===== src/rtl/adder_reg_bank_pkg.sv =====
// Shared register map, bit positions and engine state encoding for adder_reg_bank.
package adder_reg_bank_pkg;

  localparam logic [4:0] ADDR_CTRL   = 5'h00;
  localparam logic [4:0] ADDR_STATUS = 5'h04;
  localparam logic [4:0] ADDR_OP_A   = 5'h08;
  localparam logic [4:0] ADDR_OP_B   = 5'h0C;
  localparam logic [4:0] ADDR_RESULT = 5'h10;

  localparam int CTRL_START_BIT   = 0;
  localparam int CTRL_IRQ_EN_BIT  = 1;
  localparam int STATUS_BUSY_BIT  = 0;
  localparam int STATUS_DONE_BIT  = 1;
  localparam int STATUS_CARRY_BIT = 2;

  typedef enum logic [1:0] {
    IDLE = 2'd0,
    LOAD = 2'd1,
    ADD  = 2'd2,
    DONE = 2'd3
  } ENGINE_STATE_E;

  typedef enum logic [2:0] {
    REG_CTRL   = 3'd0,
    REG_STATUS = 3'd1,
    REG_OP_A   = 3'd2,
    REG_OP_B   = 3'd3,
    REG_RESULT = 3'd4,
    REG_NONE   = 3'd7
  } reg_sel_e;

  // word_idx is addr[4:2]; in_range is false when any bit above bit 4 is set
  function automatic reg_sel_e decode_addr(input logic in_range, input logic [2:0] word_idx);
    reg_sel_e sel;
    sel = REG_NONE;
    if (in_range) begin
      case (word_idx)
        ADDR_CTRL[4:2]:   sel = REG_CTRL;
        ADDR_STATUS[4:2]: sel = REG_STATUS;
        ADDR_OP_A[4:2]:   sel = REG_OP_A;
        ADDR_OP_B[4:2]:   sel = REG_OP_B;
        ADDR_RESULT[4:2]: sel = REG_RESULT;
        default:          sel = REG_NONE;
      endcase
    end
    return sel;
  endfunction

endpackage


===== src/rtl/adder_reg_bank_core.sv =====
// Serial adder engine: adds op_a + op_b one CHUNK_W slice per cycle after a start pulse.
//
//   state | meaning
//   IDLE  | waiting for start
//   LOAD  | latch operands, clear chunk index and carry
//   ADD   | add one slice per cycle, ripple carry between slices
//   DONE  | commit result/carry, pulse done, return to IDLE
module adder_serial_core
  import adder_reg_bank_pkg::*;
#(
  parameter int DATA_W  = 32,
  parameter int CHUNK_W = 8
) (
  input  logic              clk,
  input  logic              rst,
  input  logic              start,
  input  logic [DATA_W-1:0] op_a,
  input  logic [DATA_W-1:0] op_b,
  output logic              busy,
  output logic              done,
  output logic [DATA_W-1:0] result,
  output logic              carry
);

  localparam int N_CHUNK = DATA_W / CHUNK_W;
  localparam int IDX_W   = (N_CHUNK > 1) ? $clog2(N_CHUNK) : 1;
  localparam logic [IDX_W-1:0] LAST_IDX = IDX_W'(N_CHUNK - 1);

  ENGINE_STATE_E state, state_nxt;

  logic [DATA_W-1:0] work_a;
  logic [DATA_W-1:0] work_b;
  logic [DATA_W-1:0] acc;
  logic              carry_w;
  logic [IDX_W-1:0]  idx;
  logic [CHUNK_W:0]  slice_sum;

  assign slice_sum = {1'b0, work_a[int'(idx)*CHUNK_W +: CHUNK_W]}
                   + {1'b0, work_b[int'(idx)*CHUNK_W +: CHUNK_W]}
                   + {{CHUNK_W{1'b0}}, carry_w};

  always_comb begin
    state_nxt = state;
    case (state)
      IDLE:    if (start) state_nxt = LOAD;
      LOAD:    state_nxt = ADD;
      ADD:     if (idx == LAST_IDX) state_nxt = DONE;
      DONE:    state_nxt = IDLE;
      default: state_nxt = IDLE;
    endcase
  end

  always_ff @(posedge clk) begin
    if (rst) begin
      state   <= IDLE;
      work_a  <= '0;
      work_b  <= '0;
      acc     <= '0;
      carry_w <= 1'b0;
      idx     <= '0;
      result  <= '0;
      carry   <= 1'b0;
    end else begin
      state <= state_nxt;
      case (state)
        LOAD: begin
          work_a  <= op_a;
          work_b  <= op_b;
          acc     <= '0;
          carry_w <= 1'b0;
          idx     <= '0;
        end
        ADD: begin
          acc[int'(idx)*CHUNK_W +: CHUNK_W] <= slice_sum[CHUNK_W-1:0];
          carry_w <= slice_sum[CHUNK_W];
          idx     <= idx + IDX_W'(1);
        end
        DONE: begin
          result <= acc;
          carry  <= carry_w;
        end
        default: ;
      endcase
    end
  end

  assign busy = (state != IDLE);
  assign done = (state == DONE);

endmodule


===== src/rtl/adder_reg_bank.sv =====
// Register bank in front of the serial adder engine: decode, byte strobes, read mux, sticky flags.
// Optional macro ADDER_REG_BANK_IRQ_EN adds o_irq, CTRL.IRQ_EN and W1C on STATUS.DONE.
module adder_reg_bank
  import adder_reg_bank_pkg::*;
#(
  parameter int DATA_W  = 32,
  parameter int CHUNK_W = 8,
  parameter int ADDR_W  = 32
) (
  input  logic                S_AXI_ACLK,
  input  logic                S_AXI_ARESET,
  input  logic                i_en_amba_write,
  input  logic [ADDR_W-1:0]   i_addr_wc,
  input  logic [DATA_W-1:0]   i_data_wc,
  input  logic [DATA_W/8-1:0] i_strb,
  input  logic [ADDR_W-1:0]   i_addr_rc,
  output logic [DATA_W-1:0]   o_data_rc,
  output logic                o_is_busy
`ifdef ADDER_REG_BANK_IRQ_EN
  ,
  output logic                o_irq
`endif
);

  localparam int STRB_W = DATA_W / 8;

  reg_sel_e wr_sel;
  reg_sel_e rd_sel;

  logic [DATA_W-1:0] op_a;
  logic [DATA_W-1:0] op_b;
  logic [DATA_W-1:0] result;
  logic              carry;
  logic              done_flag;
  logic              core_busy;
  logic              core_done;
  logic              wr_en;
  logic              start;
  logic              unused_addr_bits;

  assign wr_sel = decode_addr(i_addr_wc[ADDR_W-1:5] == '0, i_addr_wc[4:2]);
  assign rd_sel = decode_addr(i_addr_rc[ADDR_W-1:5] == '0, i_addr_rc[4:2]);

  // The bank is frozen while the engine runs; the slave reports SLVERR from o_is_busy.
  assign wr_en = i_en_amba_write && !core_busy;
  assign start = wr_en && (wr_sel == REG_CTRL) && i_strb[0] && i_data_wc[CTRL_START_BIT];

  assign unused_addr_bits = ^{i_addr_wc[1:0], i_addr_rc[1:0]};

  always_ff @(posedge S_AXI_ACLK) begin
    if (S_AXI_ARESET) begin
      op_a <= '0;
      op_b <= '0;
    end else if (wr_en) begin
      for (int k = 0; k < STRB_W; k++) begin
        if (i_strb[k]) begin
          if (wr_sel == REG_OP_A) op_a[8*k +: 8] <= i_data_wc[8*k +: 8];
          if (wr_sel == REG_OP_B) op_b[8*k +: 8] <= i_data_wc[8*k +: 8];
        end
      end
    end
  end

`ifdef ADDER_REG_BANK_IRQ_EN
  logic irq_en;
  logic clear_done;

  assign clear_done = wr_en && (wr_sel == REG_STATUS) && i_strb[0] && i_data_wc[STATUS_DONE_BIT];

  always_ff @(posedge S_AXI_ACLK) begin
    if (S_AXI_ARESET) begin
      irq_en <= 1'b0;
      o_irq  <= 1'b0;
    end else begin
      if (wr_en && (wr_sel == REG_CTRL) && i_strb[0]) irq_en <= i_data_wc[CTRL_IRQ_EN_BIT];
      o_irq <= done_flag & irq_en;
    end
  end
`else
  logic clear_done;
  assign clear_done = 1'b0;
`endif

  always_ff @(posedge S_AXI_ACLK) begin
    if (S_AXI_ARESET)    done_flag <= 1'b0;
    else if (start)      done_flag <= 1'b0;
    else if (core_done)  done_flag <= 1'b1;
    else if (clear_done) done_flag <= 1'b0;
  end

  adder_serial_core #(
    .DATA_W  (DATA_W),
    .CHUNK_W (CHUNK_W)
  ) u_core (
    .clk    (S_AXI_ACLK),
    .rst    (S_AXI_ARESET),
    .start  (start),
    .op_a   (op_a),
    .op_b   (op_b),
    .busy   (core_busy),
    .done   (core_done),
    .result (result),
    .carry  (carry)
  );

  always_comb begin
    o_data_rc = '0;
    case (rd_sel)
`ifdef ADDER_REG_BANK_IRQ_EN
      REG_CTRL:   o_data_rc = DATA_W'({irq_en, 1'b0});
`else
      REG_CTRL:   o_data_rc = '0;
`endif
      REG_STATUS: o_data_rc = DATA_W'({carry, done_flag, core_busy});
      REG_OP_A:   o_data_rc = op_a;
      REG_OP_B:   o_data_rc = op_b;
      REG_RESULT: o_data_rc = result;
      default:    o_data_rc = '0;
    endcase
  end

  assign o_is_busy = core_busy;

endmodule


===== config.mk =====
export PLATFORM = sky130hd
export DESIGN_NAME = adder_reg_bank
export DESIGN_NICKNAME = d
export VERILOG_FILES = /design/src/rtl/adder_reg_bank_pkg.sv /design/src/rtl/adder_reg_bank_core.sv /design/src/rtl/adder_reg_bank.sv
export SDC_FILE = /design/constraint.sdc
export NUM_CORES = 1
export LEC_CHECK = 0
export ABC_AREA = 1
export BUFFER_PORTS_ARGS = -buffer_cell sky130_fd_sc_hd__buf_2
export CORE_ASPECT_RATIO = 1.25
export CORE_MARGIN = 3
export CORE_UTILIZATION = 45
export DETAILED_ROUTE_END_ITERATION = 7
export GPL_TIMING_DRIVEN = 0
export PLACE_DENSITY = 0.68
export SLEW_MARGIN = 20
export SYNTH_ARGS = -nofsm -noshare
export SYNTH_HDL_FRONTEND = slang
export SYNTH_SLANG_ARGS = --single-unit

===== constraint.sdc =====
create_clock -name S_AXI_ACLK -period 2.7 [get_ports S_AXI_ACLK]
set_clock_uncertainty 0.15 [all_clocks]
set_input_delay 0.27 -clock S_AXI_ACLK [delete_from_list [all_inputs] [get_ports S_AXI_ACLK]]
set_output_delay 0.27 -clock S_AXI_ACLK [all_outputs]
set_load 0.1 [all_outputs]

Yosys cells after proc, flatten, opt, wreduce, memory -nomap -nowiden

Index checks and enable logic that the tools add are counted.

Register bits: 199
Input bits: 103
Output and inout port bits: 33
Word-level logic and storage cells: 80

Add/sub/neg operators: 4
Equality and inequality tests: 20
Shifts and indexed selects: 4
Multiplexer cells: 12
Reductions and logical operators: 23

Operators with widths:

| operator                                                                | number |
|---|---|
| 32-bit one-hot mux with 4 select lines                                  | 1 |
| 32-bit one-hot mux with 2 select lines                                  | 1 |
| 32-bit by 6-bit indexed part select with 8-bit output                   | 2 |
| 27-bit zero test                                                        | 2 |
| 5-bit negator with 33-bit output                                        | 1 |
| 8-bit by 33-bit variable shift with 32-bit output, first input constant | 1 |
| 8-bit by 33-bit indexed part select with 32-bit output                  | 1 |
| 32-bit bitwise mux                                                      | 1 |
| 3-bit one-hot mux with 5 select lines                                   | 2 |
| 3-bit by 2-bit equality test with 1-bit output, second input constant   | 8 |
| 3-bit AND reduction                                                     | 8 |
| 8-bit by 8-bit adder with 9-bit output                                  | 1 |
| 9-bit by 1-bit adder with 9-bit output                                  | 1 |
| 3-bit by 1-bit equality test with 1-bit output, second input constant   | 3 |
| 3-bit equality test, second input constant                              | 3 |
| 3-bit zero test                                                         | 3 |
| 2-bit one-hot mux with 4 select lines                                   | 1 |
| 2-bit equality test, second input constant                              | 3 |
| 3-bit two-way mux                                                       | 2 |
| 1-bit logical AND                                                       | 4 |
| 2-bit two-way mux                                                       | 2 |
| 2-bit one-hot mux with 2 select lines                                   | 1 |
| 2-bit nonzero test                                                      | 2 |
| 2-bit by 1-bit adder with 2-bit output, second input constant           | 1 |
| 8 further kinds                                                         | 8 |

Logic depth before layout (Yosys ltp)

Depth in word-level cells: 9
Mapped depth: 16
Gate-level depth less buffers: 15

Cells and area by module

Synthesis repeated with hierarchy kept, for this count alone.

Cells, all modules: 1,517
Area total of the unflattened synthesis: 9,973.3 um^2

Modules (own cells, without submodules):

| module            | instances | cells each | area an instance (um^2) | seq. area each (um^2) |
|---|---|---|---|---|
| adder_serial_core | 1         | 770        | 5,703.0                 | 2,682.6 |
| adder_reg_bank    | 1         | 747        | 4,270.3                 | 1,301.2 |

Worst setup path before layout

OpenSTA, ideal clock, no wires.

Path type: register to output
Start point: register u_core.state[0]
End point: output o_data_rc[0]
Data arrival time: 2.979 ns
Slack: -0.699 ns
Cell stages (with the launch flop): 8
Buffers on the path: 0
Cells stage by stage: dfxtp_1 inv_1 ha_1 inv_1 nand4_1 nand2_1 nor2_1 a21oi_1

Longest elaborated chain between the ends: 2

RTL lines:

| what                                   | line                      | text |
|---|---|---|
| start: declaration                     | adder_reg_bank_core.sv:29 | `ENGINE_STATE_E state, state_nxt;` |
| start signal: assignment               | adder_reg_bank_core.sv:64 | `state <= state_nxt;` |
| 2-bit nonzero test                     | adder_reg_bank_core.sv:87 | `assign busy = (state != IDLE);` |
| net o_is_busy                          | adder_reg_bank.sv:18      | `output logic o_is_busy` |
| 32-bit one-hot mux with 4 select lines | adder_reg_bank.sv:108     | `case (rd_sel)` |
| end: declaration                       | adder_reg_bank.sv:17      | `output logic [DATA_W-1:0] o_data_rc,` |

The timed path passes the listed nets, and every way through them passes these cells.

Worst setup path in the final report

Start point: register u_core.idx[0]
End point: register u_core.acc[4]

Longest elaborated chain between the ends: 6
Elaborated cells on any way between the ends: 9
Those cells by class: 3 x add/sub; 4 x shift; 2 x mux

RTL lines:

| what                                                                     | line                                                 | text |
|---|---|---|
| start: declaration                                                       | adder_reg_bank_core.sv:35                            | `logic [IDX_W-1:0] idx;` |
| start signal: assignment                                                 | adder_reg_bank_core.sv:76                            | `idx <= idx + IDX_W'(1);` |
| 32-bit by 6-bit indexed part select with 8-bit output (on tied branches) | adder_reg_bank_core.sv:38, adder_reg_bank_core.sv:39 |  |
| 8-bit by 8-bit adder with 9-bit output                                   | adder_reg_bank_core.sv:39                            | `+ {1'b0, work_b[int'(idx)*CHUNK_W +: CHUNK_W]}` |
| 9-bit by 1-bit adder with 9-bit output                                   | adder_reg_bank_core.sv:40                            | `+ {{CHUNK_W{1'b0}}, carry_w};` |
| 8-bit by 33-bit indexed part select with 32-bit output                   | adder_reg_bank_core.sv:74                            | `acc[int'(idx)*CHUNK_W +: CHUNK_W] <= slice_sum[CHUNK_W-1:0];` |
| 32-bit bitwise mux (*)                                                   | adder_reg_bank_core.sv:74                            |  |
| 32-bit one-hot mux with 2 select lines (*)                               | adder_reg_bank_core.sv:65                            | `case (state)` |
| end signal: indexed assignment                                           | adder_reg_bank_core.sv:74                            |  |
| end: declaration                                                         | adder_reg_bank_core.sv:33                            | `logic [DATA_W-1:0] acc;` |

Every way passes the cells marked *; elsewhere a longest branch is shown, timed or not.
A chain may end at the register's enable or synchronous reset.

==> flow_summary.yaml <==
drt:
  drtIter0Drc: 770
  viasPerCell: 5.34
  drt-total-wl_um: 30800
  dr.pass1.iters: 6
  vias: 9248
  wl_per_cell_um: 17.8
  drc: 0
  ant_nets: 0
cells_and_area:
  instances_no_fill: 1732
  fill_cells: 1903
  antenna_cells: 0
  layout_commonest_cell: "nor2_1"
  post-route-util_pct: 58.0
  drive_gt1_share_pct: 16.7
  final_cell_mix: "270 x nor2_1, 197 x dfxtp_1, 188 x nand2_1"
  fin_nets: 1575
  syn_to_final_growth_pct: 26.3
pwr:
  peakVddDrop_mv: 0.433
  sequentialPowerShare_pct: 49.7
  sw_frac_of_total_pct: 24.3
  p_sw_mw: 1.43
  power_density_mw_per_mm2: 520
  total_power_mw: 5.90
  p_comb_share_pct: 4.3
  p_leak_nw: 4.89
  clockPowerShare_pct: 46.1
  p_int_mw: 4.47
clocking:
  cts.sinks: 199
  path_clk_slew_ns: 0.08
  root_buffer: "clkbuf_16"
  htreeDepth: 4
  cts_tree: "done"
  numCtsBuffers: 17
  clk_latency_ns: 0.45
  clockBufferDepth: 2
worst_setup_path:
  setup.worst_path.end_class: "flop"
  critPathSlowestCell: "dfxtp_4"
  crit_type: "flop to flop"
  cp.arrival_ns: 2.77
  crit_chain: "inv_4, buf_8, o21ai_1, o22ai_2, fa_2, inv_1, fa_2, inv_2, nand3_1, nand3_1, xor2_2, inv_1, nand2_1, a21oi_1"
  crit_required_ns: 2.86
  cpPeakStageDelay_ns: 0.38
  start_kind: "flop"
  cp_max_fo: 10
floorplanning:
  die_h_um: 164
  die_x_um: 132
  io_pins: 136
  start_util_pct: 46.0
  die_area_mm2: 0.0217
  rows: 57
  core_mm2: 0.0195
synthesis:
  netlist_area_mm2: 0.00898
  syn_inst: 1266
  mappedNetlistNets: 1387
  seq_area_frac_synth_pct: 44.4
  synth_edf_count: 0
  synth_cell_types: 38
  synth.avg_cell_area_um2: 7.09
  synth_warnings: 0
  async_flop_share_pct: 0
  ys_seq_elements: 199
  synth-main-ff-cell: "dfxtp_1"
place:
  gp_congestion: 0.989
  place.port_buffers: 129
  place_inst: 1660
  post-place-ws_ns: -0.753
  dp_hpwl_um: 23500
global_route:
  grt_max_degree: 21
  grtUsageTotal_pct: 27.9
  antenna_found_initial: 0
  overflow: 0
  grt_pass1_vias: 8805
  grt_pass1_wl_um: 46900
timing:
  hold_viol: 0
  tightest_slew_ns: 0.737
  fmax_ghz: 0.382
  min_period_ns: 2.62
  slew_violations: 0
  fin_crit_sh_pct: 96.9
  setup_viol: 0
  slew_headroom_pct: 50.8
  worst_slack_ns: 0.0849
run_status:
  outcome: "completed"
run:
  max_cap_violations: 0
min_path:
  min_path_type: "input pin to flop"
==> flip-flops by register name, summed over array words and instances (netlist names) <==
register,cells
done_flag,1
u_core.result,32
op_a,32
u_core.carry_w,1
op_b,32
u_core.carry,1
u_core.work_b,32
u_core.acc,32
u_core.work_a,32
u_core.state,2
u_core.idx,2
==> synthesized netlist by cell type, types with 2 or more instances <==
master	n	area share [%]
nor2_1	275	11
dfxtp_1	199	44
nand2_1	191	8.0
o21ai_0	176	9.8
a21oi_1	113	6.3
inv_1	93	3.9
clkbuf_1	53	2.2
o211ai_1	30	2.5
nand3_1	24	1.3
o21ai_1	17	0.95
ha_1	16	2.2
o22ai_1	14	0.98
nand4_1	10	0.70
buf_2	9	0.50
nand4_2	5	0.70
nor2_4	5	0.63
nor3_1	5	0.28
a32oi_1	3	0.29
buf_1	3	0.13
nor2_2	3	0.21
buf_4	2	0.17
fa_1	2	0.45
nand2_2	2	0.14
xor2_1	2	0.20
==> metrics by stage <==
stage | instance area (um2) | TNS [ns] | hold WS [ns]
CTS | 11100 | 0 | 0.0645
global route | 11300 | -0.0281 | 0.0955
detailed placement | 10000 | -14.45 | 0.306
global placement | 10000 | -12.48 | 0.300
floorplan | 9050 | -7.48 | 0.241
finish | 11300 | 0 | 0.0773
==> repair_timing <==
item | in CTS | in global routing
setup endpoints to repair | 38 | 54
resized for setup | 39 | 83
hold buffers | 32 | 0
endpoints found under the hold margin | 61 | 0
buffers inserted | 1 | 7
pin swaps | 4 | 11
==> cells by family after synthesis <==
kind of cell	after synthesis	synth area share, %
buffers and inverters	163	7.11
AOI/OAI and AO/OA	354	20.9
xor gates and xnor gates	3	0.293
and+or+nand+nor	529	24.6
DFF	199	44.4
adders and majority gates	18	2.68
==> critical path: cells and delay by family (launching register included) <==
family	cells	cell delay (ns)
AO/OA/AOI/OAI	3	0.38
XOR/XNOR	1	0.20
adder cells (fa/ha/maj)	2	0.64
buffers and inverters	5	0.41
flip-flops	1	0.38
AND/OR/NAND/NOR	3	0.31
==> per-layer routing <==
| layer | vias to the layer above | GRT usage, % | wire length [um] | share of wire (%) |
|---|---|---|---|---|
| li1 | 4554 | - | - | - |
| met1 | 4266 | 34.3 | 12800 | 42 |
| met2 | 349 | 48.2 | 15100 | 49 |
| met3 | 79 | 4.23 | 1590 | 5.2 |
| met4 | 0 | 13.3 | 1330 | 4.3 |
| met5 | - | 0 | 0 | 0 |
==> power by group through the flow <==
stage	clock, mW	combinational, mW	sequential, mW
CTS	2.73	0.247	2.93
finish	2.72	0.252	2.93
global route	2.87	0.276	2.93
floorplan	0	0.0873	3.00
global placement	0	0.210	3.00
detailed placement	0	0.212	3.00
==> worst paths after layout <==
path                               from                    endpoint  slack [ns]  depth (start not counted)
min reg2reg  u_core.acc[3]$_SDFFE_PP0P_  u_core.acc[3]$_SDFFE_PP0P_        0.32                          2
max          u_core.idx[0]$_SDFFE_PP0P_  u_core.acc[4]$_SDFFE_PP0P_        0.08                         14
min                        S_AXI_ARESET  u_core.idx[1]$_SDFFE_PP0P_        0.08                          2
max reg2reg  u_core.idx[0]$_SDFFE_PP0P_  u_core.acc[4]$_SDFFE_PP0P_        0.08                         14
==> area by class of cell <==
cell class | instances | area, um2 | area share [%]
Inverter | 95 | 362 | 3.19
Multi-Input combinational cell | 904 | 4500 | 39.7
Clock buffer | 17 | 425 | 3.75
Tap cell | 265 | 332 | 2.92
Buffer | 68 | 378 | 3.33
Clock inverter | 15 | 209 | 1.84
Timing Repair Buffer | 169 | 1140 | 10.1
Sequential cell | 199 | 3990 | 35.2
Power figures use the tool's default switching activity.
